`src/rtl/riscv_pkg.sv`:
```
// Shared RISC-V datapath widths, ALU op codes and the ID/EX payload record.
package riscv_pkg;

  localparam int unsigned XLEN    = 32;
  localparam int unsigned CTRL_W  = 7;
  localparam int unsigned RADDR_W = 5;

  // ALU op codes understood by main_ALU; NOP selects its default (zero) path.
  localparam logic [CTRL_W-1:0] ALU_NOP = 7'b0000000;
  localparam logic [CTRL_W-1:0] ALU_ADD = 7'b0011100;
  localparam logic [CTRL_W-1:0] ALU_SUB = 7'b0011101;
  localparam logic [CTRL_W-1:0] ALU_AND = 7'b0100101;

  // Everything the EX stage keeps about one instruction.
  typedef struct packed {
    logic                valid;
    logic [XLEN-1:0]     pc;
    logic [XLEN-1:0]     rs1_data;
    logic [XLEN-1:0]     rs2_data;
    logic [XLEN-1:0]     imm;
    logic [RADDR_W-1:0]  rs1_addr;
    logic [RADDR_W-1:0]  rs2_addr;
    logic [RADDR_W-1:0]  rd_addr;
    logic [CTRL_W-1:0]   alu_control;
    logic                src_imm;
    logic                src_pc;
    logic                reg_write;
  } ex_fields_t;

endpackage

```
`src/rtl/operand_fwd_mux.sv`:
```
// Resolves one source operand against in-flight MEM/WB results.
// Ports: rs_addr/reg_data  - source index and register-file value held in EX
//        mem_*/wb_*        - writer enable, destination and result of MEM and WB
//        fwd_data_c        - combinational forwarded operand
module operand_fwd_mux
  import riscv_pkg::*;
(
  input  logic [RADDR_W-1:0] rs_addr,
  input  logic [XLEN-1:0]    reg_data,
  input  logic               mem_we,
  input  logic [RADDR_W-1:0] mem_rd,
  input  logic [XLEN-1:0]    mem_data,
  input  logic               wb_we,
  input  logic [RADDR_W-1:0] wb_rd,
  input  logic [XLEN-1:0]    wb_data,
  output logic [XLEN-1:0]    fwd_data_c
);

  logic src_nonzero;
  logic mem_hit;
  logic wb_hit;

  // x0 is hard-wired zero, so it is never a forwarding target.
  assign src_nonzero = (rs_addr != RADDR_W'(0));
  assign mem_hit     = mem_we && (mem_rd == rs_addr) && src_nonzero;
  assign wb_hit      = wb_we  && (wb_rd  == rs_addr) && src_nonzero;

  // MEM holds the younger result, so it wins over WB.
  always_comb begin
    fwd_data_c = reg_data;
    if (mem_hit) begin
      fwd_data_c = mem_data;
    end else if (wb_hit) begin
      fwd_data_c = wb_data;
    end
  end

endmodule

```
`src/rtl/id_ex_operand_stage.sv`:
```
// ID/EX pipeline register with operand forwarding feeding main_ALU.
// Ports: clk/reset (sync, active-high), stall/flush from the hazard unit,
//        id_*    - decoded fields of the instruction in ID
//        mem_fwd_*/wb_fwd_* - in-flight results for RAW bypass
//        A/B/ALU_control - ALU operands and op; ex_* - EX-stage bookkeeping
module id_ex_operand_stage
  import riscv_pkg::*;
(
  input  logic               clk,
  input  logic               reset,
  input  logic               stall,
  input  logic               flush,
  input  logic               id_valid,
  input  logic [XLEN-1:0]    id_pc,
  input  logic [XLEN-1:0]    id_rs1_data,
  input  logic [XLEN-1:0]    id_rs2_data,
  input  logic [XLEN-1:0]    id_imm,
  input  logic [RADDR_W-1:0] id_rs1_addr,
  input  logic [RADDR_W-1:0] id_rs2_addr,
  input  logic [RADDR_W-1:0] id_rd_addr,
  input  logic [CTRL_W-1:0]  id_alu_control,
  input  logic               id_src_imm,
  input  logic               id_src_pc,
  input  logic               id_reg_write,
  input  logic               mem_fwd_we,
  input  logic [RADDR_W-1:0] mem_fwd_rd,
  input  logic [XLEN-1:0]    mem_fwd_data,
  input  logic               wb_fwd_we,
  input  logic [RADDR_W-1:0] wb_fwd_rd,
  input  logic [XLEN-1:0]    wb_fwd_data,
  output logic               ex_valid,
  output logic [XLEN-1:0]    A,
  output logic [XLEN-1:0]    B,
  output logic [CTRL_W-1:0]  ALU_control,
  output logic [XLEN-1:0]    ex_store_data,
  output logic [RADDR_W-1:0] ex_rd_addr,
  output logic               ex_reg_write,
  output logic [XLEN-1:0]    ex_pc
);

  ex_fields_t      ex_q;
  ex_fields_t      ex_d;
  logic [XLEN-1:0] fwd_rs1;
  logic [XLEN-1:0] fwd_rs2;

  operand_fwd_mux u_fwd_rs1 (
    .rs_addr    (ex_q.rs1_addr),
    .reg_data   (ex_q.rs1_data),
    .mem_we     (mem_fwd_we),
    .mem_rd     (mem_fwd_rd),
    .mem_data   (mem_fwd_data),
    .wb_we      (wb_fwd_we),
    .wb_rd      (wb_fwd_rd),
    .wb_data    (wb_fwd_data),
    .fwd_data_c (fwd_rs1)
  );

  operand_fwd_mux u_fwd_rs2 (
    .rs_addr    (ex_q.rs2_addr),
    .reg_data   (ex_q.rs2_data),
    .mem_we     (mem_fwd_we),
    .mem_rd     (mem_fwd_rd),
    .mem_data   (mem_fwd_data),
    .wb_we      (wb_fwd_we),
    .wb_rd      (wb_fwd_rd),
    .wb_data    (wb_fwd_data),
    .fwd_data_c (fwd_rs2)
  );

  // Next EX contents: flush > stall > advance (reset handled in the flop).
  always_comb begin
    ex_d = ex_q;
    if (flush) begin
      ex_d.valid       = 1'b0;
      ex_d.alu_control = ALU_NOP;
      ex_d.reg_write   = 1'b0;
    end else if (stall) begin
      // Re-capture forwarded operands so a producer retiring mid-stall is not lost.
      ex_d.rs1_data = fwd_rs1;
      ex_d.rs2_data = fwd_rs2;
    end else begin
      ex_d.valid       = id_valid;
      ex_d.pc          = id_pc;
      ex_d.rs1_data    = id_rs1_data;
      ex_d.rs2_data    = id_rs2_data;
      ex_d.imm         = id_imm;
      ex_d.rs1_addr    = id_rs1_addr;
      ex_d.rs2_addr    = id_rs2_addr;
      ex_d.rd_addr     = id_rd_addr;
      ex_d.alu_control = id_alu_control;
      ex_d.src_imm     = id_src_imm;
      ex_d.src_pc      = id_src_pc;
      ex_d.reg_write   = id_reg_write;
    end
  end

  // EX stage register.
  always_ff @(posedge clk) begin
    if (reset) begin
      ex_q <= '0;
    end else begin
      ex_q <= ex_d;
    end
  end

  // Operand select and bubble gating toward main_ALU.
  assign ex_valid      = ex_q.valid;
  assign A             = ex_q.src_pc  ? ex_q.pc  : fwd_rs1;
  assign B             = ex_q.src_imm ? ex_q.imm : fwd_rs2;
  assign ex_store_data = fwd_rs2;
  assign ALU_control   = ex_q.valid ? ex_q.alu_control : ALU_NOP;
  assign ex_reg_write  = ex_q.valid & ex_q.reg_write;
  assign ex_rd_addr    = ex_q.rd_addr;
  assign ex_pc         = ex_q.pc;

endmodule

```
`config.mk`:
```
export PLATFORM = sky130hd
export DESIGN_NAME = id_ex_operand_stage
export DESIGN_NICKNAME = d
export VERILOG_FILES = /design/src/rtl/riscv_pkg.sv /design/src/rtl/operand_fwd_mux.sv /design/src/rtl/id_ex_operand_stage.sv
export SDC_FILE = /design/constraint.sdc
export NUM_CORES = 1
export LEC_CHECK = 0
export CAP_MARGIN = 20
export CORE_UTILIZATION = 40
export DETAILED_ROUTE_END_ITERATION = 7
export GPL_TIMING_DRIVEN = 0
export PLACE_DENSITY = 0.77
export SYNTH_ARGS = -nofsm -noshare
export SYNTH_HDL_FRONTEND = slang
export SYNTH_SLANG_ARGS = --single-unit
```
`constraint.sdc`:
```
create_clock -name clk -period 8 [get_ports clk]
set_input_delay 2 -clock clk [delete_from_list [all_inputs] [get_ports clk]]
set_output_delay 2 -clock clk [all_outputs]
set_load 0.05 [all_outputs]
```
==> impl_results.md <==
* Internal power at between 1500 and 2000 µW
* Min-Delay Path Class: reg -> reg
* Switching share of power at 0.343
* Measured slew at the worst slew-check pin at around 1.1 ns
* Routed WL at roughly 42 mm
* CTS buffer count at 17
* Final Cycle Share at 0.968
* Die Area at 24500 µm²
* Vias in the first global route at 11200
* CP endpoint kind: output port
* Achievable Freq at 0.129 GHz
* CP top delay family: buffers and inverters
* Final ANT Viol Nets at 0
* Register bit count reported by yosys at 154
* Remaining Overflow, GRT at 0
* Critical path peak fanout at 10
* RD Place Congestion at around 0.94
* Horiz. Die Dim at 157 µm
* Syn_nets at 1533
* Layout Area Growth over Synthesis at 49.6%
* Pwr/cell area at 170 nW/µm²
* DRT iter0 DRCs at roughly 1100
* Ports at 376
* H-tree levels at 4
* P_leak at 0.00517 µW
* Syn avg cell area at 7.37 µm²
* Clock Power Share at 0.352
* Setup violators final at 0
* Synth unique cells at 42
* WL per Instance at 20.9 µm
* Relative slew slack at 0.261
* Most used flip-flop cell after synthesis: dfxtp_1
* Reg power frac at 0.342
* DRC at 0
* Worst reg2reg path depth at 7
* Peak VDD IR at 0.117 mV
* Setup TNS Final at 0 ns
* Crit Path Class: in -> out
* Rows at between 50 and 60
* Initial core utilization at 0.408
* Max-cap violations at 0
* Cells after Synth at 1299
* CP Depth at 8
* Worst hold path cell count at 2
* Critical path cell sequence: clkdlybuf4s50_1, xor2_1, nor4b_2, clkbuf_1, nand3_1, a31oi_1, mux2_2, clkdlybuf4s50_1
* Post-CTS sizing at 0
* Ratio of cells with drive above 1 in the final layout at 0.0751
* Required @ worst endpoint at approximately 6.0 ns
* Port bufs at ~370
* Post-layout nets at slightly below 2000
* WP data arrival at 5.75 ns
* Max clock buf depth at 2
* CP peak stage delay at ~0.87 ns
* Global Route Usage Sum at 0.339
* Number of fill cells at 2164
* Setup Buffers After CTS at 0
* Placed wire-length estimate at 32.6 mm
* Clock sink count at between 150 and 200
* Most frequent cell on the critical path: clkdlybuf4s50_1
* Post-synthesis sequential area ratio at 0.322
* Detailed-route via count at 11500
* Final Hold Viols at 0
* FFs w/ async S/R, synth at 0
* Max Slew Vio Count at 0
* CTS tree: done
* Slowest CP cell: nor4b_2
* Hold buffers post-CTS at 0
* Clk pin slew, worst setup/hold paths at roughly 0.070 ns
* Comb pwr share at 0.307
* Clk Latency, worst-skew pair at between 0.4 and 0.5 ns
* Status: completed
* Core Box Area at 23500 µm²
* DRT Pass-1 Iters at 7
* Combined area of all synthesized cells at around 9600 µm²
* Initial antenna violation count at 1
* Layout Skew at about 0.0096 ns
* Die Ht at around 160 µm
* Synth Warn # at 0
* Via/cell ratio at 5.67
* Clock root cell: clkbuf_16
* Period minus WS final at between 7 and 8 ns
* Setup crit start kind: primary input
* Pwr Total at 2440 µW
* First-pass GRT wire length at 63.1 mm
* CP bufs+invs at 3
* Largest net degree at the start of global routing at 17
* RSZ-0062 raised after global routing: false
* Psw at between 800 and 900 µW
* Post-synth EDFFs at 0
## stage by stage
stage	utilization	setup WS, ns	cells	hold WS, ns	area, µm²
final	0.610	0.252	2024	0.453	14300
after global routing	0.610	0.106	2024	0.470	14300
after CTS	0.610	0.315	2023	0.455	14300
after detailed placement	0.584	0.319	1992	0.446	13700
after global placement	0.584	0.337	1992	0.438	13700
after floorplan	-	1.59	1299	0.433	9570
## final cells by class
class | count | area (µm²) | area share
multi-input combinational | 884 | 5310 | 0.371
timing repair buffer | 374 | 3740 | 0.261
sequential | 154 | 3080 | 0.215
buffer | 164 | 820 | 0.0572
clock buffer | 18 | 429 | 0.0300
tap | 319 | 399 | 0.0279
inverter | 97 | 364 | 0.0254
clock inverter | 13 | 170 | 0.0119
antenna | 1 | 2.50 | 0.000175
## worst reg2reg max path, stage by stage (launching register included)
cell and delay, ns:
dfxtp_1 0.32, clkbuf_1 0.33, xor2_1 0.14, nor4_2 0.94, clkbuf_1 0.49, nand3b_1 0.20
o311ai_1 0.13, a221oi_1 0.12
## path summary, 6_finish.rpt
| check | start | endpoint | slack, ns |
|---|---|---|---|
| worst max-delay path | wb_fwd_rd[4] | B[30] | 0.25 |
| worst min-delay path | ex_q[31] | ex_q[31] | 0.45 |
| worst max register to register | ex_q[24] | ex_q[116] | 5.18 |
| worst min register to register | ex_q[31] | ex_q[31] | 0.45 |
## power by group through the flow
stage	registers, µW	clock network (µW)	logic, µW
6_report	833	857	748
2_1_floorplan	843	0	426
3_5_place_dp	850	0	738
4_1_cts	832	861	742
5_1_grt	837	891	787
3_3_place_gp	848	0	734
## metal layers
layer,global-route usage,routed length [µm],share of wire,vias to the layer above
met3,0.111,4790,0.11,112
met5,0,0,0,-
met4,0.141,1580,0.037,0
li1,-,-,-,5394
met2,0.562,19400,0.46,683
met1,0.401,16400,0.39,5290
## layout by cell type (no fill, tap or decap), types with 13 or more instances in the layout
master           Yosys  final
clkdlybuf4s50_1      0    374
nand2_1            194    194
a21oi_1            177    177
dfxtp_1            154    154
clkbuf_1            97     98
inv_1               96     96
nor3_1              64     64
buf_4               41     41
o21ai_0             39     39
nand3_1             32     32
a31oi_1             32     32
nand3b_1            32     32
o31ai_1             32     32
a221oi_1            32     32
a311oi_1            32     32
a21o_1              32     32
o21a_1              32     32
o311ai_1            30     30
mux2_2              27     27
o21ai_1             25     25
clkbuf_16            0     17
buf_2               13     13
xnor2_1             13     13
## flip-flops by register name (all words and copies together), names as in the netlist
name and flops:
ex_q 116, ex_rd_addr 5, ex_valid 1, ex_pc 32
## cells in the mapped netlist, drive strengths merged, types with 2 or more instances
cell type,instances,area (µm²)
nor3,64,320
a31oi,32,200
nand3,32,160
and2,9,56.3
nor2,10,37.5
inv,96,360
nand3b,32,240
xor2,7,61.3
o211a,3,30.0
o31ai,32,240
a21oi,177,886
mux2i,9,90.1
a221oi,32,280
a21o,32,240
xnor2,13,114
nand4,2,12.5
o21a,32,240
o311ai,32,280
mux2,32,360
o211ai,3,32.5
or4,2,22.5
or2,3,18.8
dfxtp,154,3080
o21ai,64,320
a311oi,32,280
buf,64,440
nand2,194,728
clkbuf,100,379
## logic make-up after synthesis
| kind of cell | after synthesis | synth area share |
|---|---|---|
| XOR/XNOR | 20 | 0.0183 |
| flip-flops | 154 | 0.322 |
| AO/OA/AOI/OAI | 471 | 0.317 |
| buffers and inverters | 261 | 0.124 |
| multiplexers | 41 | 0.0471 |
| AND/OR/NAND/NOR | 352 | 0.172 |
No activity file was read; power rests on OpenSTA's default activity.
